===== src/rtl/regdst_pkg.sv =====
// regdst_pkg
//   Shared definitions for the write-register destination select and the
//   pending-destination queue: RegDst encodings, default SP/RA register
//   numbers, and the rt/rd field positions inside a MIPS-style instruction.
package regdst_pkg;

  typedef enum logic [1:0] {
    RD_RT = 2'b00,
    RD_SP = 2'b01,
    RD_RA = 2'b10,
    RD_RD = 2'b11
  } regdst_e;

  localparam int unsigned SP_REG_DEF = 29;
  localparam int unsigned RA_REG_DEF = 31;

  localparam int unsigned RT_MSB = 20;
  localparam int unsigned RT_LSB = 16;
  localparam int unsigned RD_MSB = 15;
  localparam int unsigned RD_LSB = 11;

endpackage


===== src/rtl/regdst_decode.sv =====
// regdst_decode
//   Combinational write-register destination select (legacy RegDst mux).
//   Ports:
//     seletor  in  [1:0]        RegDst: 00 rt, 01 SP_REG, 10 RA_REG, 11 rd
//     instr    in  [31:0]       instruction word (rt=[20:16], rd=[15:11])
//     dest     out [ADDR_W-1:0] selected destination register
module regdst_decode
  import regdst_pkg::*;
#(
  parameter int unsigned ADDR_W = 5,
  parameter int unsigned SP_REG = SP_REG_DEF,
  parameter int unsigned RA_REG = RA_REG_DEF
) (
  input  logic [1:0]        seletor,
  input  logic [31:0]       instr,
  output logic [ADDR_W-1:0] dest
);

  logic [ADDR_W-1:0] rt_a;
  logic [ADDR_W-1:0] rd_a;

  // Fields are resized to the register address width (low bits kept).
  assign rt_a = ADDR_W'(instr[RT_MSB:RT_LSB]);
  assign rd_a = ADDR_W'(instr[RD_MSB:RD_LSB]);

  // Opcode/rs/shamt/funct bits are not part of the destination select.
  logic unused_instr_bits;
  assign unused_instr_bits = ^{instr[31:RT_MSB+1], instr[RD_LSB-1:0]};

  always_comb begin
    dest = rt_a;
    case (regdst_e'(seletor))
      RD_RT:   dest = rt_a;
      RD_SP:   dest = ADDR_W'(SP_REG);
      RD_RA:   dest = ADDR_W'(RA_REG);
      RD_RD:   dest = rd_a;
      default: dest = rt_a;
    endcase
  end

endmodule


===== src/rtl/regdst_pending_queue.sv =====
// regdst_pending_queue
//   Decodes the write destination from the instruction and holds it in a
//   small in-order FIFO until its write-back retires, exporting a pending
//   write scoreboard and a source-operand hazard flag.
//   Ports:
//     clk, reset        clock (rising edge), synchronous active-high reset
//     seletor, instr    RegDst select and instruction for the decode
//     push, pop, flush  enqueue decoded dest / retire head / squash all
//     rs_q, rt_q        source register queries for the hazard flag
//     dest_now          combinational decoded destination
//     wr_reg_out        registered queue head (0 when empty)
//     head_valid        queue non-empty (registered)
//     full, empty, count  occupancy status
//     busy_mask         bit i set if a valid entry targets register i (i>0)
//     hazard            busy_mask[rs_q] | busy_mask[rt_q]
//     err_ovf, err_udf  sticky overflow / underflow flags (reset-only clear)
module regdst_pending_queue
  import regdst_pkg::*;
#(
  parameter int unsigned ADDR_W = 5,
  parameter int unsigned DEPTH  = 4,
  parameter int unsigned SP_REG = SP_REG_DEF,
  parameter int unsigned RA_REG = RA_REG_DEF
) (
  input  logic                      clk,
  input  logic                      reset,
  input  logic [1:0]                seletor,
  input  logic [31:0]               instr,
  input  logic                      push,
  input  logic                      pop,
  input  logic                      flush,
  input  logic [ADDR_W-1:0]         rs_q,
  input  logic [ADDR_W-1:0]         rt_q,
  output logic [ADDR_W-1:0]         dest_now,
  output logic [ADDR_W-1:0]         wr_reg_out,
  output logic                      head_valid,
  output logic                      full,
  output logic                      empty,
  output logic [$clog2(DEPTH):0]    count,
  output logic [(2**ADDR_W)-1:0]    busy_mask,
  output logic                      hazard,
  output logic                      err_ovf,
  output logic                      err_udf
);

  localparam int unsigned PTR_W = $clog2(DEPTH);
  localparam int unsigned CNT_W = PTR_W + 1;

  logic [ADDR_W-1:0] mem [DEPTH];
  logic [PTR_W-1:0]  rd_ptr;
  logic [PTR_W-1:0]  wr_ptr;
  logic [CNT_W-1:0]  cnt;

  logic              is_full;
  logic              is_empty;
  logic              do_push;
  logic              do_pop;
  logic              ovf_evt;
  logic              udf_evt;
  logic [PTR_W-1:0]  nxt_rd;
  logic [CNT_W-1:0]  nxt_cnt;
  logic [ADDR_W-1:0] nxt_head;

  regdst_decode #(
    .ADDR_W (ADDR_W),
    .SP_REG (SP_REG),
    .RA_REG (RA_REG)
  ) u_decode (
    .seletor (seletor),
    .instr   (instr),
    .dest    (dest_now)
  );

  assign is_full  = (cnt == CNT_W'(DEPTH));
  assign is_empty = (cnt == '0);

  // Flush overrides both request lines; a pop on a full queue frees the slot
  // the concurrent push needs, so push is accepted when full only with pop.
  assign do_pop  = pop  && !is_empty && !flush;
  assign do_push = push && (!is_full || pop) && !flush;
  assign ovf_evt = push && is_full && !pop && !flush;
  assign udf_evt = pop  && is_empty && !flush;

  assign nxt_rd  = do_pop ? rd_ptr + PTR_W'(1) : rd_ptr;
  assign nxt_cnt = cnt + CNT_W'(do_push) - CNT_W'(do_pop);

  // Next head comes from the slot being written this cycle only when every
  // older entry is gone (push into empty, or push+pop with one entry left).
  assign nxt_head = (do_push && (nxt_rd == wr_ptr)) ? dest_now : mem[nxt_rd];

  always_ff @(posedge clk) begin
    if (reset) begin
      rd_ptr     <= '0;
      wr_ptr     <= '0;
      cnt        <= '0;
      head_valid <= 1'b0;
      wr_reg_out <= '0;
      err_ovf    <= 1'b0;
      err_udf    <= 1'b0;
      for (int unsigned i = 0; i < DEPTH; i++) begin
        mem[i] <= '0;
      end
    end else if (flush) begin
      rd_ptr     <= '0;
      wr_ptr     <= '0;
      cnt        <= '0;
      head_valid <= 1'b0;
      wr_reg_out <= '0;
    end else begin
      if (do_push) begin
        mem[wr_ptr] <= dest_now;
        wr_ptr      <= wr_ptr + PTR_W'(1);
      end
      rd_ptr     <= nxt_rd;
      cnt        <= nxt_cnt;
      head_valid <= (nxt_cnt != '0);
      wr_reg_out <= (nxt_cnt != '0) ? nxt_head : '0;
      if (ovf_evt) err_ovf <= 1'b1;
      if (udf_evt) err_udf <= 1'b1;
    end
  end

  // Slot i is valid when its distance from the head is below the occupancy.
  logic [PTR_W-1:0] off;
  always_comb begin
    busy_mask = '0;
    off       = '0;
    for (int unsigned i = 0; i < DEPTH; i++) begin
      off = PTR_W'(i) - rd_ptr;
      if (CNT_W'(off) < cnt) busy_mask[mem[i]] = 1'b1;
    end
    busy_mask[0] = 1'b0;
  end

  assign hazard = busy_mask[rs_q] | busy_mask[rt_q];
  assign full   = is_full;
  assign empty  = is_empty;
  assign count  = cnt;

endmodule

===== config.mk =====
export PLATFORM = sky130hd
export DESIGN_NAME = regdst_pending_queue
export DESIGN_NICKNAME = d
export VERILOG_FILES = /design/src/rtl/regdst_pkg.sv /design/src/rtl/regdst_decode.sv /design/src/rtl/regdst_pending_queue.sv
export SDC_FILE = /design/constraint.sdc
export NUM_CORES = 1
export LEC_CHECK = 0
export CAP_MARGIN = 20
export CORE_ASPECT_RATIO = 1.75
export CORE_MARGIN = 4
export CORE_UTILIZATION = 60
export CTS_CLUSTER_SIZE = 25
export DETAILED_ROUTE_END_ITERATION = 8
export DONT_BUFFER_PORTS = 1
export PLACE_DENSITY = 0.84
export SLEW_MARGIN = 10
export SYNTH_ARGS = -nofsm -noshare
export SYNTH_HDL_FRONTEND = slang
export SYNTH_HIERARCHICAL = 1
export SYNTH_SLANG_ARGS = --single-unit

===== constraint.sdc =====
create_clock -name clk -period 5.41 [get_ports clk]
set_input_delay 0.541 -clock clk [delete_from_list [all_inputs] [get_ports clk]]
set_output_delay 0.541 -clock clk [all_outputs]
set_load 0.02 [all_outputs]

==> run metrics <==
cell taking the most area after synthesis edfxtp_1; CTS Buffer Depth 2; Hold Path Origin reset; most frequent cell after synthesis nand2_1; Gate power share between 10% and 20%; Post-Syn Area about 3700 sq um; maximum vdd drop 0.1783 mV; sw power between 200 and 250 uW; drt pass-1 iters 5; Final Hold Vio Count 0; type of the most critical hold path input port to flip-flop; total clock sinks 35; Layout Nets ~500; Die X about 67 um; fillers 553; Area contributors post-synth edfxtp_1 16%, dfxtp_1 8.2%, mux4_2 6.7%, nand2_1 6.0%, nor2_1 5.6%; top post-synthesis cells by count 59 x nand2_1, 55 x nor2_1, 26 x o22ai_1; vias in the first global route around 3800; crit path time final roughly 4700 ps; Layout Skew approximately 7.3 ps; Syn Inst Count 458; routability cong. around 1.1; post-synth top area share 16.34%; I/O pin count 100; Flop pwr share around half; first-pass GRT wire length between 20 and 25 mm; achievable frequency 212.6 MHz; Clock H-tree levels 2; hold buffer count at CTS 0; Post-synth EDFFs 20; Reg clk slew, reported paths 70 ps; Clock power frac 31.7%; PwrDens 171.9 nW/um^2; Most used DFF post-synth edfxtp_1; Routed Antenna Nets 0; overall die height ~110 um; CP Class flip-flop to primary output; TritonCTS Buffers 5; maxcap violations 0; drt drc 0; largest net degree at the start of global routing 23; HPWL after DPL 9.989 mm; number of gates resized after CTS 0; register area share after synthesis approximately 25%; Antenna diodes 0; latest clock arrival within the worst-skew pair 290 ps; RR Startpoint count[2]; syn_nets around 510; antenna violations before repair 0; endpoint type of the worst setup path primary output; TritonCTS clock tree built; DR vias ~3900; Die Footprint ~7500 sq um; grt ovf 0; YS warnings 6; 1st-iter DRT viols between 400 and 500; post-synth cell types 74; startpoint types flip-flop; vias per cell between 7 and 8; Max transition margin 26.54%; share of cells above drive strength 1 10.04%; outcome finished clean; ys async rst share 0%; Int Pwr 454.8 uW; Inst Count DP roughly 520; GRT Resource Usage Total between 30% and 40%; Mapped Avg Cell Area about 8 sq um; Worst Path Max Fanout 5; Final period util 86.93%; Row Count 37; crit path from count[1]; Final Setup Violations 0; CORE AREA 5926 sq um; Critical Path RT about 5000 ps; Non-Filler Instances around 530; Sw Share approximately 30%; initial core utilization 62.04%; Setup TNS Final 0 ps; Slew Limit Fails 0; flops & latches, synth 35; WP data arrival about 4200 ps; worst slew pin tran 1087 ps; number of I/O port buffers 0; Routed WL around 13 mm; Pleak 1.369 nW; Area growth syn-to-layout 3.778%; RSZ-0062 raised after global routing no; post-CTS setup buffers 0; routed len/inst 24.62 um; CTS Root Cell clkbuf_8
## worst max-delay path: stages (launching register included)
cell	delay (ps)
dfxtp_1	550
inv_1	210
ha_1	370
nor2b_1	170
a211oi_1	700
nand2_1	250
o221ai_1	680
o211ai_1	150
o2111ai_1	340
o311a_1	230
a2111o_1	210
## final timing paths
kind | endpoint | slack (ps) | cells past startpoint
setup / recovery | hazard | 710 | 10
hold / removal | err_ovf | 310 | 1
setup reg to reg | wr_reg_out[2] | 2400 | 8
hold reg to reg | err_ovf | 600 | 2
## power by group through the flow
stage | logic (mW) | registers [mW] | clock network, mW
2_1_floorplan | 0.111 | 0.311 | 0
3_3_place_gp | 0.124 | 0.322 | 0
3_5_place_dp | 0.126 | 0.322 | 0
4_1_cts | 0.127 | 0.316 | 0.212
5_1_grt | 0.142 | 0.319 | 0.224
6_report | 0.130 | 0.318 | 0.208
## flip-flops by register name, summed over array words and instances (netlist names)
name and count:
wr_ptr 2, count 3, err_ovf 1, mem 20, err_udf 1, head_valid 1
rd_ptr 2, wr_reg_out 5
## area by class of cell
class | count | area, sq um | share of cell area, %
clock buffers | 7 | 96.34 | 2.525
well taps | 78 | 97.59 | 2.558
multi-input cells | 373 | 2566 | 67.27
inverters | 25 | 93.84 | 2.460
flip-flops and latches | 35 | 900.9 | 23.61
repair buffers | 7 | 52.55 | 1.378
clock inverters | 1 | 7.507 | 0.1968
## routing by layer
layer,vias to the layer above,part of all wire [%],track usage [%]
li1,1712,-,-
met1,1815,31,35.81
met2,267,51,59.00
met3,78,9.0,10.29
met4,0,8.9,31.03
met5,-,0,0
## cells by family after synthesis
kind of cell,count (synthesis),synth area share [%]
simple gates,223,30.33
compound gates,113,24.81
buf+inv,50,5.684
flops,35,24.51
mux,21,9.496
xor+xnor,8,2.485
fa+ha+maj,7,2.587
other cells,1,0.1020
## per-stage QoR
stage,hold slack [ps],setup WS (ps),area (sq um),power (mW),util [%]
6_report,313.2,707.0,3815,0.6558,64.38
5_1_grt,310.9,580.6,3815,0.6848,64.38
4_1_cts,305.6,808.4,3815,0.6552,64.38
3_5_place_dp,586.0,1134,3711,0.4480,62.63
3_3_place_gp,582.6,1155,3711,0.4460,62.63
2_1_floorplan,570.1,1611,3676,0.4216,-
## cells in the final DEF, fill, tap and decap left out, types with 3 or more instances in the layout
master	n
a211o_1	9
a211oi_1	3
a21oi_1	6
a221o_1	8
a2bb2oi_1	3
a31oi_1	3
and2_1	9
and3_1	5
buf_4	7
clkbuf_8	7
dfxtp_1	15
edfxtp_1	20
ha_1	6
inv_1	24
mux2i_1	9
mux4_2	11
nand2_1	59
nand2b_1	11
nand3_1	7
nand3b_1	3
nor2_1	55
nor2b_1	19
nor3_1	20
nor3b_1	4
nor4_1	10
o2111ai_1	4
o211ai_1	6
o211ai_2	4
o221ai_1	3
o22a_1	8
o22ai_1	26
o31ai_1	3
or2_2	5
or3_1	5
or4_1	3
xnor2_1	4
Note: power is estimated with default switching activity, not from simulation.
